File: src/rtl/sid_readback_pkg.sv
// Shared SID definitions: read-only register addresses and the readback sweep state.
package sid_pkg;

   localparam logic [4:0] SID_POTX     = 5'd25;
   localparam logic [4:0] SID_POTY     = 5'd26;
   localparam logic [4:0] SID_OSC3     = 5'd27;
   localparam logic [4:0] SID_ENV3     = 5'd28;
   localparam logic [4:0] SID_NUM_REGS = 5'd29;

   typedef enum logic [1:0] {
      IDLE,
      WAIT_POS,
      ACTIVE,
      DONE
   } sid_rb_state_e;

endpackage

File: src/rtl/sid_readback_if.sv
// SID bus, writer arbitration and host register-file signals of the readback block.
interface sid_readback_if #(
   parameter int NUM_REGS = 4,
   parameter int SEL_W    = 2
);
   logic [4:0]          addr;
   logic                sid_cs;
   logic                sid_rw;
   logic [7:0]          sid_d_in;
   logic                req;
   logic                wr_busy;
   logic                busy;
   logic                done;
   logic [SEL_W-1:0]    rd_sel;
   logic [7:0]          rd_data;
   logic [NUM_REGS-1:0] rb_valid;

   modport master (
      output addr, sid_cs, sid_rw, busy, done, rd_data, rb_valid,
      input  sid_d_in, req, wr_busy, rd_sel
   );

   modport slave (
      input  addr, sid_cs, sid_rw, busy, done, rd_data, rb_valid,
      output sid_d_in, req, wr_busy, rd_sel
   );
endinterface

File: src/rtl/sid_clk_edge.sv
// Registers phi2 in the clk domain and flags its rising/falling edges for one clk.
module sid_clk_edge (
   input  logic clk,
   input  logic rst,
   input  logic sid_clk,
   output logic pos,
   output logic neg
);
   logic sid_clk_q;

   always_ff @(posedge clk or negedge rst) begin
      if (!rst) sid_clk_q <= 1'b0;
      else      sid_clk_q <= sid_clk;
   end

   assign pos = ~sid_clk_q &  sid_clk;
   assign neg =  sid_clk_q & ~sid_clk;
endmodule

File: src/rtl/sid_readback.sv
// Sweeps the SID read-only registers into a host-visible register file, one per phi2 period.
// Optional change interrupt (irq, irq_ack, chg_mask) under SID_READBACK_CHANGE_IRQ_EN.
module sid_readback
   import sid_pkg::*;
#(
   parameter int FIRST_REG = SID_POTX,
   parameter int NUM_REGS  = 4,
   parameter int SEL_W     = 2
) (
   input  logic                clk,
   input  logic                rst,
   input  logic                sid_clk,
   sid_readback_if.master      bus
`ifdef SID_READBACK_CHANGE_IRQ_EN
   ,
   input  logic                irq_ack,
   output logic                irq,
   output logic [NUM_REGS-1:0] chg_mask
`endif
);
   localparam int IDX_W = (NUM_REGS > 1) ? $clog2(NUM_REGS) : 1;

   sid_rb_state_e             state, nxt;
   logic [IDX_W-1:0]          idx;
   logic                      pending;
   logic [7:0]                cap;
   logic [NUM_REGS-1:0][7:0]  value;
   logic [NUM_REGS-1:0]       rb_valid_q;
   logic                      sc_pos, sc_neg;
   logic                      start, capture, last;

   sid_clk_edge u_edge (
      .clk     (clk),
      .rst     (rst),
      .sid_clk (sid_clk),
      .pos     (sc_pos),
      .neg     (sc_neg)
   );

   assign last    = (idx == IDX_W'(NUM_REGS - 1));
   assign start   = (state == IDLE) && (nxt == WAIT_POS);
   assign capture = (state == ACTIVE) && sc_neg;

   always_ff @(posedge clk or negedge rst) begin
      if (!rst) state <= IDLE;
      else      state <= nxt;
   end

   // A bus cycle only opens on a phi2 rise with the writer idle; once open it always completes.
   always_comb begin
      nxt = state;
      case (state)
         IDLE:     if (pending && !bus.wr_busy) nxt = WAIT_POS;
         WAIT_POS: if (sc_pos && !bus.wr_busy)  nxt = ACTIVE;
         ACTIVE:   if (sc_neg)                  nxt = last ? DONE : WAIT_POS;
         DONE:                                  nxt = IDLE;
         default:                               nxt = IDLE;
      endcase
   end

   always_comb begin
      bus.sid_cs = 1'b1;
      bus.sid_rw = 1'b1;
      bus.busy   = 1'b0;
      bus.done   = 1'b0;
      bus.addr   = 5'd0;
      case (state)
         WAIT_POS: begin
            bus.busy = 1'b1;
            bus.addr = 5'(FIRST_REG) + 5'(idx);
         end
         ACTIVE: begin
            bus.busy   = 1'b1;
            bus.sid_cs = 1'b0;
            bus.addr   = 5'(FIRST_REG) + 5'(idx);
         end
         DONE:    bus.done = 1'b1;
         default: ;
      endcase
   end

   // cap keeps tracking the bus while phi2 is high, so the falling edge commits the latest sample.
   always_ff @(posedge clk or negedge rst) begin
      if (!rst) begin
         idx        <= '0;
         pending    <= 1'b0;
         cap        <= 8'd0;
         value      <= '0;
         rb_valid_q <= '0;
      end else begin
         pending <= bus.req | (pending & ~start);
         if (start)               idx <= '0;
         else if (capture && !last) idx <= idx + 1'b1;
         if (state == ACTIVE && sid_clk) cap <= bus.sid_d_in;
         if (capture) begin
            value[idx]      <= cap;
            rb_valid_q[idx] <= 1'b1;
         end
      end
   end

   assign bus.rb_valid = rb_valid_q;

   always_comb begin
      bus.rd_data = 8'd0;
      for (int i = 0; i < NUM_REGS; i++)
         if (bus.rd_sel == SEL_W'(i)) bus.rd_data = value[i];
   end

`ifdef SID_READBACK_CHANGE_IRQ_EN
   logic chg;
   assign chg = capture && rb_valid_q[idx] && (value[idx] != cap);

   always_ff @(posedge clk or negedge rst) begin
      if (!rst) begin
         irq      <= 1'b0;
         chg_mask <= '0;
      end else if (chg) begin
         irq           <= 1'b1;
         chg_mask[idx] <= 1'b1;
      end else if (irq_ack) begin
         irq      <= 1'b0;
         chg_mask <= '0;
      end
   end
`endif
endmodule

File: src/flat_wrapper.sv
// flat-port wrapper written by rule: the top's interface ports become plain ports
module sid_readback_flat import sid_pkg::*;
#(
   parameter int FIRST_REG = SID_POTX,
   parameter int NUM_REGS  = 4,
   parameter int SEL_W     = 2
)
  (clk, rst, sid_clk, bus_addr, bus_sid_cs, bus_sid_rw, bus_busy, bus_done, bus_rd_data, bus_rb_valid, bus_sid_d_in, bus_req, bus_wr_busy, bus_rd_sel);
  sid_readback_if #(.NUM_REGS(NUM_REGS), .SEL_W(SEL_W)) bus_i ();
  input  logic clk;
  input  logic rst;
  input  logic sid_clk;
  output wire logic [$bits(bus_i.addr)-1:0] bus_addr;
  output wire logic [$bits(bus_i.sid_cs)-1:0] bus_sid_cs;
  output wire logic [$bits(bus_i.sid_rw)-1:0] bus_sid_rw;
  output wire logic [$bits(bus_i.busy)-1:0] bus_busy;
  output wire logic [$bits(bus_i.done)-1:0] bus_done;
  output wire logic [$bits(bus_i.rd_data)-1:0] bus_rd_data;
  output wire logic [$bits(bus_i.rb_valid)-1:0] bus_rb_valid;
  input wire logic [$bits(bus_i.sid_d_in)-1:0] bus_sid_d_in;
  input wire logic [$bits(bus_i.req)-1:0] bus_req;
  input wire logic [$bits(bus_i.wr_busy)-1:0] bus_wr_busy;
  input wire logic [$bits(bus_i.rd_sel)-1:0] bus_rd_sel;
  assign bus_addr = bus_i.addr;
  assign bus_sid_cs = bus_i.sid_cs;
  assign bus_sid_rw = bus_i.sid_rw;
  assign bus_busy = bus_i.busy;
  assign bus_done = bus_i.done;
  assign bus_rd_data = bus_i.rd_data;
  assign bus_rb_valid = bus_i.rb_valid;
  assign bus_i.sid_d_in = bus_sid_d_in;
  assign bus_i.req = bus_req;
  assign bus_i.wr_busy = bus_wr_busy;
  assign bus_i.rd_sel = bus_rd_sel;
  sid_readback #(.FIRST_REG(FIRST_REG), .NUM_REGS(NUM_REGS), .SEL_W(SEL_W)) u_core (.clk(clk), .rst(rst), .sid_clk(sid_clk), .bus(bus_i));
endmodule
File: config.mk
export PLATFORM = sky130hd
export DESIGN_NAME = sid_readback_flat
export DESIGN_NICKNAME = d
export VERILOG_FILES = /design/src/rtl/sid_readback_pkg.sv /design/src/rtl/sid_readback_if.sv /design/src/rtl/sid_clk_edge.sv /design/src/rtl/sid_readback.sv /design/src/flat_wrapper.sv
export SDC_FILE = /design/constraint.sdc
export NUM_CORES = 1
export LEC_CHECK = 0
export CORE_AREA = 3 3 69 77
export DETAILED_ROUTE_END_ITERATION = 10
export DIE_AREA = 0 0 72 80
export HOLD_SLACK_MARGIN = 0.1
export PLACE_DENSITY_LB_ADDON = 0.15
export SLEW_MARGIN = 10
export SYNTH_ARGS = -nofsm -noshare
export SYNTH_HDL_FRONTEND = slang
export SYNTH_SLANG_ARGS = --single-unit
File: constraint.sdc
create_clock -name clk -period 2.3 [get_ports clk]
set_input_delay 0.46 -clock clk [delete_from_list [all_inputs] [get_ports clk]]
set_output_delay 0.46 -clock clk [all_outputs]
set_load 0.02 [all_outputs]
## Word-level counts from Yosys, hierarchy flattened

Cells that the tools add are included.

| word-level totals | value |
|---|---|
| register bits | 50 |
| bits of input ports | 15 |
| output and inout bits | 21 |
| logic and storage cells | 63 |

| operators by class | value |
|---|---|
| $add $sub $neg | 2 |
| order comparisons | 2 |
| equal/unequal tests | 8 |
| mux-type cells | 20 |
| bitwise operators | 8 |
| reduce and logical (&&, ||, !) cells | 13 |

Operators with widths:

| kind | number |
|---|---|
| 8-bit 2-to-1 mux | 5 |
| 32-bit bitwise mux | 1 |
| 8-bit demux with 2-bit select | 1 |
| 2-bit 2-to-1 mux | 6 |
| 2-bit == test, second input constant | 5 |
| 2-bit one-hot mux with 4 select lines | 1 |
| 1-bit logical AND | 7 |
| 2-bit by 1-bit == test with 1-bit output, second input constant | 3 |
| 4-bit by 3-bit adder with 5-bit output, first input constant | 1 |
| 5-bit 2-to-1 mux | 1 |
| 2-bit logical NOT | 2 |
| 1-bit 2-to-1 mux | 4 |
| 4-bit bitwise OR | 1 |
| 1-bit AND | 3 |
| 2-bit by 3-bit < comparator with 1-bit output, second input constant | 1 |
| 1-bit NOT | 3 |
| 2-bit by 1-bit adder with 2-bit output, second input constant | 1 |
| 1-bit demux with 2-bit select | 1 |
| 2-bit by 1-bit greater-or-equal comparator with 1-bit output, second input constant | 1 |
| 1-bit logical NOT | 2 |
| 2-bit nonzero test | 1 |
| 2-bit OR reduction | 1 |
| 1-bit bitwise OR | 1 |

## Depth between registers and ports, before layout

Gate-level depths: netlist of run 1.

| logic depth | value |
|---|---|
| depth in word-level cells | 10 |
| gate-level depth with buffers | 6 |
| mapped depth without buffers | 5 |

## By module

From an unflattened synthesis of run 1, not the netlist that was laid out.

| second synthesis, totals | value |
|---|---|
| cell total of the unflattened synthesis | 154 |
| area total of the unflattened synthesis | 2458.6 um^2 |

Modules (own cells, without submodules):

| module | instances | cells an instance | area an instance (um^2) | seq. area each (um^2) |
|---|---|---|---|---|
| sid_readback | 1 | 151 | 2418.6 | 1226.2 |
| sid_clk_edge | 1 | 3 | 40.0 | 25.0 |

## Worst setup path after synthesis of run 1

No wires, ideal clock.

| timing | value |
|---|---|
| path type | input to output |
| start | input bus_rd_sel[0] |
| end | output bus_rd_data[0] |
| data arrival time | 1.288 ns |
| required time | 1.840 ns |
| path slack | 0.552 ns |
| stages | 2 |
| buffers on the path | 1 |
| path through | buf_2 -> mux4_2 |

| between the ends | value |
|---|---|
| cells in the longest elaborated chain, start to end | 5 |
| elaborated cells on any way between the ends | 8 |
| classes of those cells | eq/ne (3); mux (4); reduce/logical (1) |

Ends and longest elaborated chain:

| what | RTL line | text |
|---|---|---|
| from (decl) | flat_wrapper.sv:23 | `input wire logic [$bits(bus_i.rd_sel)-1:0] bus_rd_sel;` |
| 2-bit logical NOT | sid_readback.sv:107 | `if (bus.rd_sel == SEL_W'(i)) bus.rd_data = value[i];` |
| 8-bit 2-to-1 mux (3 in series) | sid_readback.sv:107 |  |
| 8-bit 2-to-1 mux (*) | sid_readback.sv:107 |  |
| to (decl) | flat_wrapper.sv:18 | `output wire logic [$bits(bus_i.rd_data)-1:0] bus_rd_data;` |

Mark *: on every way between the ends. The rest lies on a longest branch, timed or not.

## Worst setup path after layout of run 1

| timing | value |
|---|---|
| start | input bus_rd_sel[0] |
| end | output bus_rd_data[1] |

Same word-level chain as after synthesis.

==> results.tsv, run 1 <==
stage	metric	value	unit
power_and_ir_drop	Pwr per Cell Area	839.3	nW/um^2
place	Port-buffer cells	34	
setup_path	critical path class	input port to output pin	
sta	Final Setup Violations	0	
place	post-place instance area	2874	sq um
power_and_ir_drop	P_sw	0.7750	mW
routing	drt first pass iters	4	
grt	first-pass GRT wire length	8.031	mm
sta	RSZ-0062 raised after global routing	no	
routing	vias post-DR	1365	
outcome	status	finished clean	
grt	GRT Max-Usage Layer	met2	
yosys	Synth Cell Area	2449	sq um
setup_path	Critical R2R Capture	u_core.value[24]	
power_and_ir_drop	maximum VDD drop	0.0005317	V
power_and_ir_drop	cell-internal power	1.670	mW
yosys	Synth Warn #	0	
yosys	sequential share of the synthesized area	51.10	%
finish	nets	216	
grt	global-route track usage on met2	32.17	%
floorplan	row cnt	26	
finish	n_diodes	0	
setup_path	crit-path max FO	8	
finish	Non-Filler Instances	249	
sta	Min Clock Period, post-route	2.246	ns
grt	gr usage total	18.68	%
clocking	CTS root buf	clkbuf_8	
clocking	clock sinks	50	
clocking	Num CTS Buffers	5	
yosys	#FFs+latches synth	50	
sta	Hold Slack	0.1344	ns
finish	most frequent cells in the layout	dfrtp_1, mux2_4, clkdlybuf4s50_1	
clocking	CTS H-Tree Depth	2	
place	post-detail-place hpwl	3.313	mm
yosys	Post-Syn Nets	175	
routing	wire length per cell	18.64	um
setup_path	Worst R2R Start	u_core.state[0]	
floorplan	Initial Utilization	52.64	%
flow_run	max_cap viols	0	
sta	relative slew slack	49.42	%
finish	share of layout cells above drive strength 1	37.82	%
yosys	syn avg cell area	16.11	sq um
grt	M3 GR Usage	3.652	%
clocking	Clock Pin Slew Worst Setup and Hold Paths	0.08	ns
yosys	Unique masters post-synth	30	
power_and_ir_drop	combinational share of power	30.8	%
power_and_ir_drop	clock share of power	19.4	%
grt	Overflow after GRT	0	
setup_path	CP arrival	1.79	ns
grt	vias in the first global route	1560	
routing	DRC	0	
clocking	Post-CTS Hold Buffers	0	
min_path	hold crit path type	input port to asynchronous set/reset pin	
place	Inst Count DP	241	
routing	vias per cell	5.482	
finish	Area Overhead vs Synth	18.96	%
power_and_ir_drop	Seq pwr share	49.7	%
setup_path	Crit. End Element	output pin	
place	routability congestion estimate from global placement	0.7832	
grt	GR Util met1	22.64	%
setup_path	WP data required	1.84	ns
floorplan	die height	80	um
floorplan	die area	5760	sq um
grt	largest net degree at the start of global routing	25	
routing	DRT Wirelength	4.641	mm
clocking	Max Buffers Root-to-Sink	2	
routing	post-route ant nets	0	
sta	Tcrit/Tclk final	97.65	%
floorplan	Core ar.	4652	sq um
finish	commonest non-fill, non-tap cell in the layout	dfrtp_1	
sta	clock skew	0.004055	ns
sta	max frequency	445.2	MHz
power_and_ir_drop	Switching Share	31.70	%
setup_path	r2r worst-path depth	5	
routing	Initial DRC Count	44	
sta	number of failing hold endpoints at the final stage	0	
clocking	CTS tree	done	
finish	design area	2913	sq um
floorplan	# IOs	36	
sta	max-slew violation count	0	
yosys	cell count after synthesis	152	
sta	Least-Margin Pin Slew	0.7587	ns
clocking	clock latency on the worst-skew pair	0.29	ns
setup_path	Worst R2R Setup Slack	0.15	ns
grt	initial antenna violation count	0	
floorplan	Die Span X	72	um
power_and_ir_drop	static leakage	1.475	nW
finish	final core occ	62.61	%
setup_path	crit path launch type	input port	
-- state kept, by name, summed over array words and instances, names as in the netlist --
name / cells
u_core.idx: 2
u_core.bus.rb_valid: 4
u_core.state: 2
u_core.cap: 8
u_core.u_edge.sid_clk_q: 1
u_core.pending: 1
u_core.value: 32
-- worst max path at each step --
stage | to | cells past startpoint | startpoint
floorplan | bus_rd_data[0] | 2 | bus_rd_sel[0]
global placement | bus_rd_data[2] | 4 | bus_rd_sel[0]
detailed placement | bus_rd_data[4] | 4 | bus_rd_sel[0]
CTS | bus_sid_cs | 4 | u_core.state[0]
global route | bus_rd_data[1] | 4 | bus_rd_sel[0]
finish | bus_rd_data[1] | 4 | bus_rd_sel[0]
-- worst max-delay path: stages --
cell and delay (ns):
clkdlybuf4s50_1 0.50, buf_12 0.15, mux4_2 0.50, buf_2 0.17
-- repair_timing --
| item | 4_1_cts | 5_1_grt |
|---|---|---|
| gates resized for setup | 38 | 1 |
| endpoints found under the hold margin | 0 | 0 |
| endpoints found under the setup margin | 14 | 1 |
| cloned | 0 | 0 |
| setup buffers | 1 | 0 |
-- per-layer routing --
| metal | routed length (um) | share of wire [%] | up-vias |
|---|---|---|---|
| met3 | 166 | 3.6 | 12 |
| met2 | 2445 | 53 | 31 |
| met4 | 115 | 2.5 | 0 |
| met1 | 1914 | 41 | 711 |
| li1 | - | - | 611 |
| met5 | 0 | 0 | - |
-- per-stage QoR --
step	setup WS, ns	power (mW)	TNS (ns)
after CTS	0.02461	2.477	0
final	0.05400	2.445	0
after detailed placement	-0.3419	2.048	-2.591
after global routing	0.007941	2.600	0
after global placement	-0.3265	1.997	-2.550
after floorplan	0.5515	1.748	0
-- power groups by stage --
stage / combinational, mW / clock, mW / sequential, mW
global route: 0.826 / 0.523 / 1.25
finish: 0.754 / 0.475 / 1.22
detailed placement: 0.813 / 0 / 1.23
floorplan: 0.551 / 0 / 1.20
global placement: 0.784 / 0 / 1.21
CTS: 0.767 / 0.494 / 1.22
-- Yosys cell counts --
master	number	area share, %
dfrtp_1	50	51
mux2_4	32	20
ha_1	8	4.1
mux2_2	8	3.7
mux4_2	8	7.4
inv_1	7	1.1
nand2b_1	6	1.5
nand2_8	4	3.3
buf_4	3	0.92
and2_1	2	0.51
mux2i_1	2	0.82
nor2_1	2	0.31
nor2b_1	2	0.51
nor3_1	2	0.41
a211o_1	1	0.36
a211oi_1	1	0.31
a21boi_0	1	0.31
and3_1	1	0.26
and3b_1	1	0.36
and4bb_2	1	0.51
buf_1	1	0.15
buf_2	1	0.20
buf_6	1	0.46
conb_1	1	0.15
nand2_1	1	0.15
nand3_1	1	0.20
o21bai_1	1	0.31
o311ai_1	1	0.36
or3b_1	1	0.36
xnor2_1	1	0.36
-- logic make-up (layout without fill, tap and decap cells) --
| family | after synthesis | count (layout) | synth area share (%) |
|---|---|---|---|
| adder cells (fa/ha/maj) | 8 | 8 | 4.088 |
| flip-flops | 50 | 50 | 51.10 |
| buffers and inverters | 13 | 54 | 2.810 |
| XOR/XNOR | 1 | 1 | 0.3578 |
| AO/OA/AOI/OAI | 5 | 5 | 1.636 |
| multiplexers | 50 | 50 | 31.48 |
| AND/OR/NAND/NOR | 24 | 24 | 8.380 |
| other | 1 | 1 | 0.1531 |
-- cell type report --
class                   count  area [sq um]
inverters                   7         26.28
repair buffers             40         360.3
flip-flops and latches     50          1251
multi-input cells          89          1129
clock buffers               7         76.32
fillers                   339          1739
well taps                  56         70.07
(Power assumes the default switching activity.)
==> run 2: changes to the inputs <==
==> constraint.sdc (replaced) <==
create_clock -name clk -period 2.3 [get_ports clk]
set_input_delay 0.575 -clock clk [delete_from_list [all_inputs] [get_ports clk]]
set_output_delay 0.575 -clock clk [all_outputs]
set_load 0.02 [all_outputs]
==> results.tsv, run 2 (synthesis results as in run 1) <==
stage	metric	value	unit
setup_path	Crit. End Element	output pin	
sta	Least-Margin Pin Slew	0.7574	ns
grt	initial antenna violation count	0	
finish	Area Overhead vs Synth	20.80	%
sta	relative slew slack	49.50	%
power_and_ir_drop	Total Power	2.609	mW
routing	met3 wire len	220	um
place	post-detail-place hpwl	3.185	mm
finish	most frequent cells in the layout	dfrtp_1, mux2_4, clkdlybuf4s50_1	
sta	max frequency	438.4	MHz
routing	wire length per cell	18.53	um
clocking	CTS tree	done	
finish	nets	217	
clocking	clock latency on the worst-skew pair	0.31	ns
clocking	CTS root buf	clkbuf_8	
setup_path	Slowest cell on crit path	clkdlybuf4s50_1	
routing	vias per cell	5.335	
routing	post-route ant nets	0	
place	Inst Count DP	243	
setup_path	CP arrival	1.71	ns
floorplan	die area	5760	sq um
setup_path	crit path cell chain	clkdlybuf4s50_1 > buf_12 > mux4_2 > buf_4	
power_and_ir_drop	maximum VDD drop	0.0004393	V
floorplan	row cnt	26	
routing	met2 WL	2.326	mm
power_and_ir_drop	Pwr per Cell Area	882.0	nW/um^2
outcome	status	finished clean	
routing	top layer in use	met4	
sta	number of failing hold endpoints at the final stage	0	
routing	drt first pass iters	4	
finish	share of layout cells above drive strength 1	40.00	%
min_path	hold crit path type	input port to asynchronous set/reset pin	
finish	register name with the most flops	u_core.value	
sta	Tcrit/Tclk final	99.17	%
floorplan	Initial Utilization	52.64	%
clocking	clock sinks	50	
grt	Overflow after GRT	0	
finish	max reg flops	32	
floorplan	Die Span X	72	um
clocking	Clock Pin Slew Worst Setup and Hold Paths	0.09	ns
sta	RSZ-0062 raised after global routing	no	
grt	vias in the first global route	1490	
grt	first-pass GRT wire length	7.693	mm
floorplan	# IOs	36	
routing	DRT Wirelength	4.652	mm
setup_path	Worst R2R Setup Slack	0.21	ns
sta	Final Setup Violations	0	
finish	commonest non-fill, non-tap cell in the layout	dfrtp_1	
sta	max-slew violation count	0	
grt	gr usage total	17.54	%
grt	largest net degree at the start of global routing	51	
sta	Hold Slack	0.3611	ns
floorplan	Core ar.	4652	sq um
setup_path	critical path class	input port to output pin	
finish	n_diodes	0	
routing	M1 WL	2.049	mm
clocking	Max Buffers Root-to-Sink	2	
clocking	Post-CTS Hold Buffers	0	
routing	vias post-DR	1339	
sta	clock skew	0.008488	ns
routing	DRC	0	
clocking	Num CTS Buffers	5	
place	routability congestion estimate from global placement	0.8044	
setup_path	WP data required	1.73	ns
power_and_ir_drop	static leakage	1.487	nW
finish	Layout fillers	342	
place	Post-Place Worst Slack	-0.5892	ns
sta	final setup TNS	0	ns
setup_path	Worst path max stage delay	0.51	ns
flow_run	max_cap viols	0	
sta	Min Clock Period, post-route	2.281	ns
clocking	CTS H-Tree Depth	2	
place	Port-buffer cells	34	
setup_path	crit path launch type	input port	
floorplan	die height	80	um
routing	Initial DRC Count	31	
finish	Non-Filler Instances	251	
setup_path	crit-path max FO	8	
sta	final worst-path setup slack	0.01911	ns
[run 2: cell count changes in the layout (fill, tap and decap cells not counted), sizes merged]
cell,previous run,this run
bufinv,0,1
clkdlybuf4s50,18,17
buf,15,16
dlygate4sd2,6,8
clkbuf,7,5
clkinvlp,0,2
dlymetal6s2s,1,0
[run 2: cell type report]
| cell class | instances | area, sq um | share of cell area (%) |
|---|---|---|---|
| clock buffers | 5 | 68.82 | 2.327 |
| clock inverters | 3 | 45.04 | 1.523 |
| inverters | 7 | 26.28 | 0.8883 |
| multi-input cells | 89 | 1131 | 38.24 |
| flip-flops and latches | 50 | 1251 | 42.30 |
| well taps | 56 | 70.07 | 2.369 |
| repair buffers | 41 | 365.4 | 12.35 |
[run 2: what timing repair did]
| action | 4_1_cts | 5_1_grt |
|---|---|---|
| hold endpoints to repair | 0 | 0 |
| buffers inserted | 0 | 0 |
| gates resized for setup | 42 | 0 |
| setup endpoints to repair | 15 | 0 |
[run 2: stage by stage]
step           utilization [%]  cell area (sq um)
3_5_place_dp             62.10               2889
4_1_cts                  63.58               2958
5_1_grt                  63.58               2958
3_3_place_gp             62.10               2889
2_1_floorplan                -               2449
6_report                 63.58               2958
[run 2: path summary, 6_finish.rpt]
| path | startpoint | to | cells after the start |
|---|---|---|---|
| min | rst | u_core.value[3] | 2 |
| max | bus_rd_sel[1] | bus_rd_data[1] | 4 |
| min in group clk | u_core.bus.rb_valid[0] | u_core.bus.rb_valid[0] | 1 |
| min reg2reg | u_core.bus.rb_valid[0] | u_core.bus.rb_valid[0] | 1 |
| max reg2reg | u_core.state[0] | u_core.value[9] | 5 |
| max in group asynchronous | rst | u_core.value[28] | 2 |
[run 2: power by group]
group	leakage (nW)	total (mW)	internal [mW]	switching, mW
combinational	0.767	0.778	0.416	0.362
sequential	0.670	1.20	1.05	0.150
clock	0.0504	0.627	0.324	0.303
total	1.49	2.61	1.79	0.815
[run 2: metal layers]
layer	up-vias	GRT usage, %
met5	-	0
met4	0	5.827
met3	6	4.534
met2	35	29.32
met1	683	22.02
li1	615	-
[run 2: worst max-delay path: cells and delay by family]
family / cells / cell delay, ns
buffers and inverters: 3 / 0.82
multiplexers: 1 / 0.30
==> run 3: changes to the inputs <==
- clock period: 2.3 -> 2.2 ns (I/O delays scaled with it)
==> results.tsv, run 3 (synthesis results as in run 1) <==
stage	metric	value	unit
clocking	CTS tree	done	
floorplan	row cnt	26	
sta	Tcrit/Tclk final	98.72	%
setup_path	critical path class	input port to output pin	
floorplan	die area	5760	sq um
power_and_ir_drop	static leakage	1.500	nW
place	Port-buffer cells	34	
clocking	CTS H-Tree Depth	2	
flow_run	max_cap viols	0	
routing	Initial DRC Count	72	
sta	number of failing hold endpoints at the final stage	0	
setup_path	Slowest cell on crit path	mux4_2	
sta	clock skew	0.008804	ns
clocking	CTS root buf	clkbuf_8	
routing	DRT Wirelength	4.556	mm
sta	RSZ-0062 raised after global routing	no	
finish	share of layout cells above drive strength 1	41.84	%
routing	drt first pass iters	4	
sta	final setup TNS	0	ns
place	routability congestion estimate from global placement	0.8439	
finish	register name with the most flops	u_core.value	
setup_path	Worst path max stage delay	0.50	ns
routing	M1 WL	1.996	mm
routing	post-route ant nets	0	
grt	initial antenna violation count	0	
setup_path	r2r worst-path depth	5	
setup_path	WP data required	1.65	ns
finish	commonest non-fill, non-tap cell in the layout	dfrtp_1	
routing	vias post-DR	1342	
grt	vias in the first global route	1458	
sta	relative slew slack	58.28	%
floorplan	Core ar.	4652	sq um
sta	Min Clock Period, post-route	2.172	ns
setup_path	crit path launch type	input port	
power_and_ir_drop	Pwr per Cell Area	922.2	nW/um^2
clocking	postcts setup bufs	0	
floorplan	Initial Utilization	52.64	%
finish	nets	219	
power_and_ir_drop	Total Power	2.728	mW
setup_path	Crit. End Element	output pin	
floorplan	Die Span X	72	um
place	post-detail-place hpwl	3.125	mm
grt	first-pass GRT wire length	7.645	mm
routing	top layer in use	met4	
finish	design area	2958	sq um
sta	Least-Margin Pin Slew	0.6258	ns
sta	final worst-path setup slack	0.02811	ns
clocking	clock latency on the worst-skew pair	0.30	ns
grt	largest net degree at the start of global routing	51	
finish	Area Overhead vs Synth	20.80	%
grt	Overflow after GRT	0	
setup_path	CP arrival	1.62	ns
floorplan	die height	80	um
routing	DRC	0	
finish	max reg flops	32	
finish	n_diodes	0	
floorplan	# IOs	36	
finish	most frequent cells in the layout	dfrtp_1, mux2_4, clkdlybuf4s50_1	
min_path	hold crit path type	input port to asynchronous set/reset pin	
grt	gr usage total	17.57	%
clocking	Max Buffers Root-to-Sink	2	
setup_path	crit-path max FO	8	
sta	max frequency	460.4	MHz
power_and_ir_drop	maximum VDD drop	0.0004680	V
sta	Final Setup Violations	0	
outcome	status	finished clean	
place	post-place instance area	2904	sq um
routing	met3 wire len	169	um
clocking	Num CTS Buffers	5	
routing	met2 WL	2.348	mm
clocking	Clock Pin Slew Worst Setup and Hold Paths	0.08	ns
setup_path	crit path cell chain	dlygate4sd2_1 > buf_12 > mux4_2 > buf_2	
routing	wire length per cell	18.08	um
clocking	clock sinks	50	
routing	vias per cell	5.325	
place	Post-Place Worst Slack	-0.6270	ns
sta	max-slew violation count	0	
-- run 3: path summary, 6_finish.rpt --
check	from	end	slack (ns)
setup / recovery	bus_rd_sel[0]	bus_rd_data[1]	0.03
hold / removal	rst	u_core.value[3]	0.36
setup reg to reg	u_core.state[0]	u_core.value[30]	0.37
hold reg to reg	u_core.bus.rb_valid[0]	u_core.bus.rb_valid[0]	0.48
max in group asynchronous	rst	u_core.value[18]	1.42
min in group clk	u_core.bus.rb_valid[0]	u_core.bus.rb_valid[0]	0.48
-- run 3: layout make-up --
| cell class | count | area (sq um) |
|---|---|---|
| repair buffers | 43 | 367.9 |
| well taps | 56 | 70.07 |
| fillers | 364 | 1694 |
| inverters | 7 | 26.28 |
| clock buffers | 6 | 82.58 |
| multi-input cells | 89 | 1130 |
| clock inverters | 1 | 30.03 |
| flip-flops and latches | 50 | 1251 |
-- run 3: what timing repair did --
action,4_1_cts,5_1_grt
resized for setup,42,7
hold buffers,0,0
endpoints found under the setup margin,15,15
endpoints found under the hold margin,0,0
-- run 3: per-stage QoR --
stage / util [%] / cells / hold slack (ns)
final: 63.58 / 252 / 0.3611
after global routing: 63.58 / 252 / 0.3979
after CTS: 63.80 / 252 / 0.3710
after detailed placement: 62.43 / 245 / 0.4593
after global placement: 62.43 / 245 / 0.4504
after floorplan: - / 152 / 0.2544
-- run 3: report_power, final --
group          switching (mW)  internal (mW)
sequential              0.158           1.10
combinational           0.382          0.433
clock                   0.289          0.364
-- run 3: critical path, delay by kind of cell --
family   cells  cell delay (ns)
buf+inv      3             0.56
mux          1             0.50
-- run 3: layer usage --
metal | GRT usage, % | up-vias
met5 | 0 | -
met3 | 4.534 | 5
met1 | 23.28 | 691
met4 | 4.699 | 0
li1 | - | 619
met2 | 28.58 | 27
